`config.mk`:
```
export PLATFORM = sky130hd
export DESIGN_NAME = mdio_phy_supervisor
export DESIGN_NICKNAME = d
export VERILOG_FILES = /design/src/rtl/mdio_pkg.sv /design/src/rtl/mdio_txn.sv /design/src/rtl/mdio_phy_supervisor.sv
export SDC_FILE = /design/constraint.sdc
export NUM_CORES = 1
export LEC_CHECK = 0
export CAP_MARGIN = 25
export CORE_MARGIN = 2
export CORE_UTILIZATION = 30
export CTS_CLUSTER_SIZE = 40
export DETAILED_ROUTE_END_ITERATION = 10
export PLACE_DENSITY = 0.47
export SLEW_MARGIN = 20
export SYNTH_ARGS = -nofsm -noshare
export SYNTH_HDL_FRONTEND = slang
export SYNTH_HIERARCHICAL = 1
export SYNTH_SLANG_ARGS = --single-unit
```
`constraint.sdc`:
```
create_clock -name i_clk -period 4.4 [get_ports i_clk]
set_clock_uncertainty 0.15 [all_clocks]
set_input_delay 0.66 -clock i_clk [delete_from_list [all_inputs] [get_ports i_clk]]
set_output_delay 0.66 -clock i_clk [all_outputs]
set_load 0.05 [all_outputs]
```
`src/rtl/mdio_pkg.sv`:
```
// Shared definitions for the PHY supervisor: clause-22 register map, bit positions and FSM encodings.
package mdio_pkg;
  localparam logic [4:0] REG_BMCR   = 5'd0;
  localparam logic [4:0] REG_BMSR   = 5'd1;
  localparam logic [4:0] REG_PHYID1 = 5'd2;
  localparam logic [4:0] REG_ANAR   = 5'd4;
  localparam logic [4:0] REG_ANLPAR = 5'd5;

  localparam int BMCR_RESET  = 15;
  localparam int BMSR_LINK   = 2;
  localparam int BMSR_ANCOMP = 5;
  localparam int LPA_100FD   = 8;
  localparam int LPA_100HD   = 7;
  localparam int LPA_10FD    = 6;

  localparam logic [15:0] MASK_100FD = 16'd1 << LPA_100FD;
  localparam logic [15:0] MASK_100HD = 16'd1 << LPA_100HD;
  localparam logic [15:0] MASK_10FD  = 16'd1 << LPA_10FD;

  typedef enum logic [3:0] {
    S_RST_WR, S_RST_GAP, S_RST_RD, S_ID_RD, S_ADV_WR, S_AN_WR,
    S_POLL_WAIT, S_BMSR_A, S_BMSR_B, S_LPA_RD, S_UPDATE
  } main_state_t;

  typedef enum logic [1:0] {T_IDLE, T_ISSUE, T_WAIT_BUSY, T_WAIT_DONE} txn_state_t;
endpackage

```
`src/rtl/mdio_txn.sv`:
```
// One management-engine register access: strobe, wait for the engine to go busy, wait for it to finish.
module mdio_txn import mdio_pkg::*; #(
  parameter logic [4:0] PHY_ADDR = 5'd1
) (
  input  logic        i_clk,
  input  logic        i_reset_n,
  input  logic        req,
  input  logic        is_write,
  input  logic [4:0]  reg_addr,
  input  logic [15:0] wdata,
  output logic        done,
  output logic [15:0] rdata,
  output logic        mgmt_stb,
  output logic        mgmt_is_write,
  output logic [4:0]  mgmt_phys_addr,
  output logic [4:0]  mgmt_reg_addr,
  output logic [15:0] mgmt_wdata,
  input  logic        mgmt_stall,
  input  logic [15:0] mgmt_rdata
);
  txn_state_t state;

  // Gated by stall directly so a strobe can never coincide with a busy engine.
  assign mgmt_stb = (state == T_ISSUE) && !mgmt_stall;

  always_ff @(posedge i_clk) begin
    if (!i_reset_n) begin
      state          <= T_IDLE;
      done           <= 1'b0;
      rdata          <= 16'h0;
      mgmt_is_write  <= 1'b0;
      mgmt_phys_addr <= 5'd0;
      mgmt_reg_addr  <= 5'd0;
      mgmt_wdata     <= 16'h0;
    end else begin
      done           <= 1'b0;
      mgmt_phys_addr <= PHY_ADDR;
      case (state)
        T_IDLE: if (req) begin
          mgmt_is_write <= is_write;
          mgmt_reg_addr <= reg_addr;
          mgmt_wdata    <= wdata;
          state         <= T_ISSUE;
        end
        T_ISSUE:     if (!mgmt_stall) state <= T_WAIT_BUSY;
        T_WAIT_BUSY: if (mgmt_stall)  state <= T_WAIT_DONE;
        T_WAIT_DONE: if (!mgmt_stall) begin
          if (!mgmt_is_write) rdata <= mgmt_rdata;
          done  <= 1'b1;
          state <= T_IDLE;
        end
        default: state <= T_IDLE;
      endcase
    end
  end
endmodule

```
`src/rtl/mdio_phy_supervisor.sv`:
```
// PHY bring-up (reset, ID, auto-negotiation) followed by periodic link polling for the MAC side.
module mdio_phy_supervisor import mdio_pkg::*; #(
  parameter logic [4:0]  PHY_ADDR       = 5'd1,
  parameter int unsigned POLL_INTERVAL  = 2_500_000,
  parameter int unsigned RESET_POLL_GAP = 50_000,
  parameter int unsigned RESET_POLL_MAX = 16,
  parameter logic [15:0] AN_CTRL        = 16'h1200,
  parameter logic [15:0] AN_ADVERT      = 16'h01E1
) (
  input  logic        i_clk,
  input  logic        i_reset_n,
  input  logic        i_restart_an,
  output logic        mgmt_stb,
  output logic        mgmt_is_write,
  output logic [4:0]  mgmt_phys_addr,
  output logic [4:0]  mgmt_reg_addr,
  output logic [15:0] mgmt_wdata,
  input  logic        mgmt_stall,
  input  logic [15:0] mgmt_rdata,
  output logic [15:0] phy_id1,
  output logic        link_up,
  output logic        an_complete,
  output logic        speed_100,
  output logic        full_duplex,
  output logic        status_valid,
  output logic        phy_ready,
  output logic        reset_timeout
);
  main_state_t state;
  logic [31:0] wait_cnt, poll_cnt;
  logic        req, pend, done, skip_wait, restart_pend, link, ancomp;
  logic [15:0] rdata, lpa;
  logic        acc, acc_write;
  logic [4:0]  acc_reg;
  logic [15:0] acc_wdata;

  // {speed_100, full_duplex} from the common abilities, best mode first.
  function automatic logic [1:0] resolve_mode(input logic [15:0] lpa_v);
    logic [15:0] c;
    c = lpa_v & AN_ADVERT;
    if (|(c & MASK_100FD))      return 2'b11;
    else if (|(c & MASK_100HD)) return 2'b10;
    else if (|(c & MASK_10FD))  return 2'b01;
    else                        return 2'b00;
  endfunction

  always_comb begin
    acc = 1'b0; acc_write = 1'b0; acc_reg = REG_BMCR; acc_wdata = 16'h0;
    case (state)
      S_RST_WR: begin acc = 1'b1; acc_write = 1'b1; acc_wdata = 16'h8000; end
      S_RST_RD: acc = 1'b1;
      S_ID_RD:  begin acc = 1'b1; acc_reg = REG_PHYID1; end
      S_ADV_WR: begin acc = 1'b1; acc_write = 1'b1; acc_reg = REG_ANAR; acc_wdata = AN_ADVERT; end
      S_AN_WR:  begin acc = 1'b1; acc_write = 1'b1; acc_wdata = AN_CTRL; end
      S_BMSR_A, S_BMSR_B: begin acc = 1'b1; acc_reg = REG_BMSR; end
      S_LPA_RD: begin acc = 1'b1; acc_reg = REG_ANLPAR; end
      default: ;
    endcase
  end

  mdio_txn #(.PHY_ADDR(PHY_ADDR)) u_txn (
    .i_clk(i_clk), .i_reset_n(i_reset_n),
    .req(req), .is_write(acc_write), .reg_addr(acc_reg), .wdata(acc_wdata),
    .done(done), .rdata(rdata),
    .mgmt_stb(mgmt_stb), .mgmt_is_write(mgmt_is_write), .mgmt_phys_addr(mgmt_phys_addr),
    .mgmt_reg_addr(mgmt_reg_addr), .mgmt_wdata(mgmt_wdata),
    .mgmt_stall(mgmt_stall), .mgmt_rdata(mgmt_rdata)
  );

  always_ff @(posedge i_clk) begin
    if (!i_reset_n) begin
      state <= S_RST_WR;
      req <= 1'b0; pend <= 1'b0; skip_wait <= 1'b0; restart_pend <= 1'b0;
      wait_cnt <= 32'd0; poll_cnt <= 32'd0;
      link <= 1'b0; ancomp <= 1'b0; lpa <= 16'h0; phy_id1 <= 16'h0;
      link_up <= 1'b0; an_complete <= 1'b0; speed_100 <= 1'b0; full_duplex <= 1'b0;
      status_valid <= 1'b0; phy_ready <= 1'b0; reset_timeout <= 1'b0;
    end else begin
      req          <= 1'b0;
      status_valid <= 1'b0;
      if (i_restart_an && phy_ready) restart_pend <= 1'b1;
      // Access fields come from the state, which cannot move until done returns.
      if (acc && !pend) begin
        req  <= 1'b1;
        pend <= 1'b1;
      end
      if (done) pend <= 1'b0;
      case (state)
        S_RST_WR: if (done) state <= S_RST_GAP;
        S_RST_GAP:
          if (wait_cnt + 32'd1 >= RESET_POLL_GAP) begin
            wait_cnt <= 32'd0;
            state    <= S_RST_RD;
          end else wait_cnt <= wait_cnt + 32'd1;
        S_RST_RD: if (done) begin
          if (!rdata[BMCR_RESET]) state <= S_ID_RD;
          else if (poll_cnt + 32'd1 >= RESET_POLL_MAX) begin
            poll_cnt      <= RESET_POLL_MAX;
            reset_timeout <= 1'b1;
            state         <= S_ID_RD;
          end else begin
            poll_cnt <= poll_cnt + 32'd1;
            state    <= S_RST_GAP;
          end
        end
        S_ID_RD:  if (done) begin phy_id1 <= rdata; state <= S_ADV_WR; end
        S_ADV_WR: if (done) state <= S_AN_WR;
        S_AN_WR: if (done) begin
          phy_ready <= 1'b1;
          skip_wait <= !phy_ready;  // only the very first round skips the interval
          wait_cnt  <= 32'd0;
          state     <= S_POLL_WAIT;
        end
        S_POLL_WAIT:
          if (restart_pend) begin
            restart_pend <= 1'b0;
            wait_cnt     <= 32'd0;
            state        <= S_ADV_WR;
          end else if (skip_wait || (wait_cnt + 32'd1 >= POLL_INTERVAL)) begin
            skip_wait <= 1'b0;
            wait_cnt  <= 32'd0;
            state     <= S_BMSR_A;
          end else wait_cnt <= wait_cnt + 32'd1;
        S_BMSR_A: if (done) state <= S_BMSR_B;
        S_BMSR_B: if (done) begin
          link   <= rdata[BMSR_LINK];
          ancomp <= rdata[BMSR_ANCOMP];
          state  <= S_LPA_RD;
        end
        S_LPA_RD: if (done) begin lpa <= rdata; state <= S_UPDATE; end
        S_UPDATE: begin
          link_up     <= link;
          an_complete <= ancomp;
          if (link && ancomp) {speed_100, full_duplex} <= resolve_mode(lpa);
          else                {speed_100, full_duplex} <= 2'b00;
          status_valid <= 1'b1;
          wait_cnt     <= 32'd0;
          state        <= S_POLL_WAIT;
        end
        default: state <= S_RST_WR;
      endcase
    end
  end
endmodule

```
# Word level (Yosys, flattened, before mapping)
# Index checks and enable logic that the tools add are counted.
# word_totals
register_bits	148
input_bits	20
out_inout_bits	51
wordCells	136
# classes
add_sub_neg	2
order_cmp	3
n_eq_ne	29
muxes	45
bitwise_logic	3
reduce_logical	29
# ops
cell	count
32-bit two-way mux	5
32-bit one-hot mux with 4 select lines	1
32-bit by 1-bit adder with 32-bit output (second input constant)	2
16-bit one-hot mux with 3 select lines	1
4-bit two-way mux	11
4-bit one-hot mux with 11 select lines	1
32-bit by 16-bit >= comparator with 1-bit output (second input constant)	1
32-bit by 22-bit >= comparator with 1-bit output (second input constant)	1
32-bit by 5-bit >= comparator with 1-bit output (second input constant)	1
4-bit by 3-bit == test with 1-bit output (second input constant)	4
2-bit two-way mux	8
2-bit by 1-bit != test with 1-bit output (second input constant)	8
1-bit two-way mux	15
2-bit != test (second input constant)	7
2-bit AND reduction	7
4-bit == test (second input constant)	3
3-bit one-hot mux with 4 select lines	1
4-bit AND reduction	3
10-bit AND reduction	1
4-bit by 2-bit == test with 1-bit output (second input constant)	2
2-bit one-hot mux with 4 select lines	1
8-bit OR reduction	1
3-bit AND reduction	2
2-bit == test (second input constant)	2
14 further kinds	22

# Longest topological paths before layout
# logic_depth
depth_word	6
ltp_mapped	12
ltp_nobuf	10

# Hierarchy
# Netlist, hierarchy kept.
# modules_own_cells
mod	instances	cells_each	area_per_inst_um2	seq_area_each_um2
mdio_phy_supervisor	1	628	5182.5	2001.9
mdio_txn	1	195	1686.6	840.8

# Least setup slack after synthesis
# No wires, ideal clock.
# synth_path
kind	register to register
start	reg wait_cnt[0]
end	reg wait_cnt[11]
setup_time_ns	0.115
arrival_ns	2.771
required_time_ns	4.135
path_slack_ns	1.364
stages_incl_launch_ff	12
path_buffers	1
period_less_slack_ns	3.036
cell_sequence	dfxtp_1 ha_1 nand3_1 or3_1 or3_1 and4_1 o211a_1 or4b_4 o22ai_4 a31oi_4 buf_6 nor2_1
# synth_via
elab_chain_cells	6
word_cells_on_any_way	8
cone_classes	add/sub: 1; order compare: 2; mux: 4; reduce/logical: 1
# synth_rtl
element	line	rtl
from (decl)	mdio_phy_supervisor.sv:30	logic [31:0] wait_cnt, poll_cnt;
from (signal assigned)	mdio_phy_supervisor.sv:94	end else wait_cnt <= wait_cnt + 32'd1;
from (signal assigned)	mdio_phy_supervisor.sv:123	end else wait_cnt <= wait_cnt + 32'd1;
32-bit by 1-bit adder with 32-bit output *	--	
32-bit by 22-bit >= comparator with 1-bit output	mdio_phy_supervisor.sv:119	end else if (skip_wait || (wait_cnt + 32'd1 >= POLL_INTERVAL)) begin
1-bit logical OR	mdio_phy_supervisor.sv:119	
32-bit two-way mux	mdio_phy_supervisor.sv:119	
32-bit two-way mux	mdio_phy_supervisor.sv:115	if (restart_pend) begin
32-bit one-hot mux with 4 select lines *	mdio_phy_supervisor.sv:88	case (state)
# Every way passes the cells marked *; elsewhere a longest branch is shown, timed or not.
# A chain may end at the register's enable or synchronous reset.

# Final worst setup path
# layout_path
start	reg wait_cnt[0]
end	reg wait_cnt[3]
# Same word-level chain as after synthesis.

==> out/results.tsv <==
metric	value	unit
post-CTS sizing	0	
reg2reg path depth	10	
Leak	3.06	nW
Syn Inst Count	823	
Seq. cell area	2840	µm²
routed length per instance	14.2	µm
Via Count	5812	
PwrDens	384	nW/µm²
starting DRC count in detailed routing	335	
Cell Chain, Critical Path	ha_1 > nand3_1 > or3_1 > or3_1 > and4_1 > o211a_1 > or4b_4 > o22ai_4 > a31oi_4 > nor2_1	
Least-Margin Pin Slew	0.793	ns
CTS clk-pin slew, worst paths	0.06	ns
critical path's slowest cell	a31oi_4	
CP Max Fanout	19	
fmax	281	MHz
Sw Share	26.9	%
mapped cell area	6870	µm²
clock latency on the worst-skew pair	0.43	ns
CTS max path bufs	2	
CTS H-tree lvls	4	
share of cells above drive strength 1	6.52	%
pin count of the biggest net entering global routing	80	
Cells after DPL	1141	
Ant. Diodes	0	
fin nets	903	
CP max stage delay	0.56	ns
Yosys reg bits	142	
root buffer selected by CTS	clkbuf_16	
post-route ant nets	0	
FILL cells	2341	
Most Crowded Layer GR	met2	
crit path buf inv count	0	
Setup crit end kind	flop	
worst hold stages	1	
row count	55	
CP Data Required Time	4.53	ns
Vias per Instance	4.95	
Synth area leader	dfxtp_1	
overall routed net length	16600	µm
register area share after synthesis	41.4	%
Area Overhead vs Synth	21.9	%
# Max-Cap Violations	0	
final hold vios	0	
routability cong.	0.785	
global-route met2 utilization	21.9	%
Placement Setup Slack	0.858	ns
CTS buffer count	17	
Starting Density	30.4	%
Post-synth ARST share	0	%
Synth area leaders	dfxtp_1, nand2_1, a21boi_0	
CP Launch Type	flop	
Worst path top cell family by delay	simple AND/OR/NAND/NOR gates	
Comb pwr share	9.2	%
setup ws final	0.837	ns
total gr overflow	0	
setup TNS	0	ns
Synth Area per Inst	8.35	µm²
Net Switching	863	µW
Final Cycle Share	81.0	%
WP depth	10	
Post-synth top cells	nand2_1, dfxtp_1, nor2_1	
clock power share	48.9	%
Critical Path AT	3.69	ns
most used cell, CP	or3_1	
Seq pwr share	41.9	%
post-CTS setup buffers	0	
CP startpoint	wait_cnt[0]	
r2r setup slk	0.84	ns
Top FF cell, synth	dfxtp_1	
Hold Buf Count CTS	0	
Post-Layout Cell Count	1174	
CP Class	reg2reg	
first-pass GRT wire length	28200	µm
Netlist cell types	79	
routing usage on met1	19.3	%
CTS tree	built	
yosys warns	6	
status	finished, final reports clean	
IR drop worst, VDD	0.237	mV
vias in the first global route	5517	
launching point of the worst reg2reg path	wait_cnt[0]	
Tot GR Track Use	14.3	%
post-detail-place hpwl	11000	µm
Tmin final	3.56	ns
die area	24100	µm²
most frequent cell after synthesis	nand2_1	
Core Box Area	22600	µm²
router iterations before antenna repair	5	
Die W	155	µm
Sink Count	142	
IO Pins	71	
Int Pwr	2.35	mW
M3 GR Usage	4.35	%
# DRC	0	
# setup viols final	0	
HP Start	pend	
Post-synth EDFFs	0	
initial antenna violation count	0	
Slew headroom	47.0	%
Max Slew Vio Count	0	
PortBufs	66	
Hold Crit Class	reg2reg	
Die Ht	155	µm
area of the multi-input gates	3770	µm²
top cell type's share of synthesized area	41.4	%
RSZ-0062 raised after global routing	false	
==> routing by layer <==
layer / up-vias / part of all wire [%]
met5: - / 0
met2: 101 / 44
met3: 15 / 4.7
li1: 3001 / -
met4: 0 / 1.3
met1: 2695 / 50
==> state kept, by name, indices dropped and copies added, names as in the netlist, 2 cells and up <==
name,cells
u_txn/mgmt_reg_addr,5
u_txn/mgmt_wdata,16
state,4
poll_cnt,32
phy_id1,16
wait_cnt,32
u_txn/state,2
u_txn/rdata,16
lpa,3
==> power by group through the flow <==
stage                     combinational, mW  clock [mW]  sequential (mW)
after global placement                0.300           0             1.38
after CTS                             0.299        1.62             1.35
after global routing                  0.330        1.68             1.35
final                                 0.296        1.57             1.35
after detailed placement              0.299           0             1.37
after floorplan                       0.165           0             1.42
==> final cells by class <==
cell class | instances | area share [%]
inverters | 12 | 0.538
multi-input cells | 629 | 45.0
repair buffers | 74 | 8.55
clock inverters | 15 | 2.57
flip-flops and latches | 142 | 34.0
well taps | 285 | 4.26
clock buffers | 17 | 5.08
==> per-stage QoR <==
step / hold slack (ns) / utilization (%) / cell area, µm² / power [mW]
3_3_place_gp: 0.275 / 34.2 / 7720 / 1.68
4_1_cts: 0.305 / 37.1 / 8360 / 3.26
2_1_floorplan: 0.249 / - / 6910 / 1.58
3_5_place_dp: 0.267 / 34.2 / 7720 / 1.67
6_report: 0.295 / 37.1 / 8370 / 3.21
5_1_grt: 0.327 / 37.1 / 8370 / 3.36
==> cells by family after synthesis <==
| family | Yosys count | synth area share (%) |
|---|---|---|
| simple gates | 403 | 29.8 |
| compound gates | 155 | 16.5 |
| flops | 142 | 41.4 |
| buf+inv | 64 | 4.39 |
| xor+xnor | 41 | 5.23 |
| mux | 9 | 1.31 |
| fa+ha+maj | 7 | 1.27 |
| other cells | 2 | 0.109 |
==> worst paths after layout <==
| kind | to |
|---|---|
| setup / recovery | wait_cnt[3] |
| hold / removal | req |
| setup reg to reg | wait_cnt[3] |
| hold reg to reg | req |
==> cells in the final DEF (no fill, tap or decap), drive strengths merged, types with 6 or more instances in the layout <==
| cell type | n |
|---|---|
| nand2 | 160 |
| dfxtp | 142 |
| clkdlybuf4s50 | 65 |
| nor2 | 58 |
| a21boi | 56 |
| and3 | 49 |
| nand3 | 24 |
| nor3 | 24 |
| nand4 | 24 |
| xnor2 | 21 |
| inv | 21 |
| xor2 | 20 |
| o21ai | 20 |
| a21oi | 19 |
| clkbuf | 17 |
| conb | 14 |
| nor4 | 14 |
| nor2b | 12 |
| mux2i | 9 |
| buf | 9 |
| or3 | 7 |
| ha | 7 |
| a31oi | 7 |
| a211o | 6 |
No activity file was read; power rests on OpenSTA's default activity.
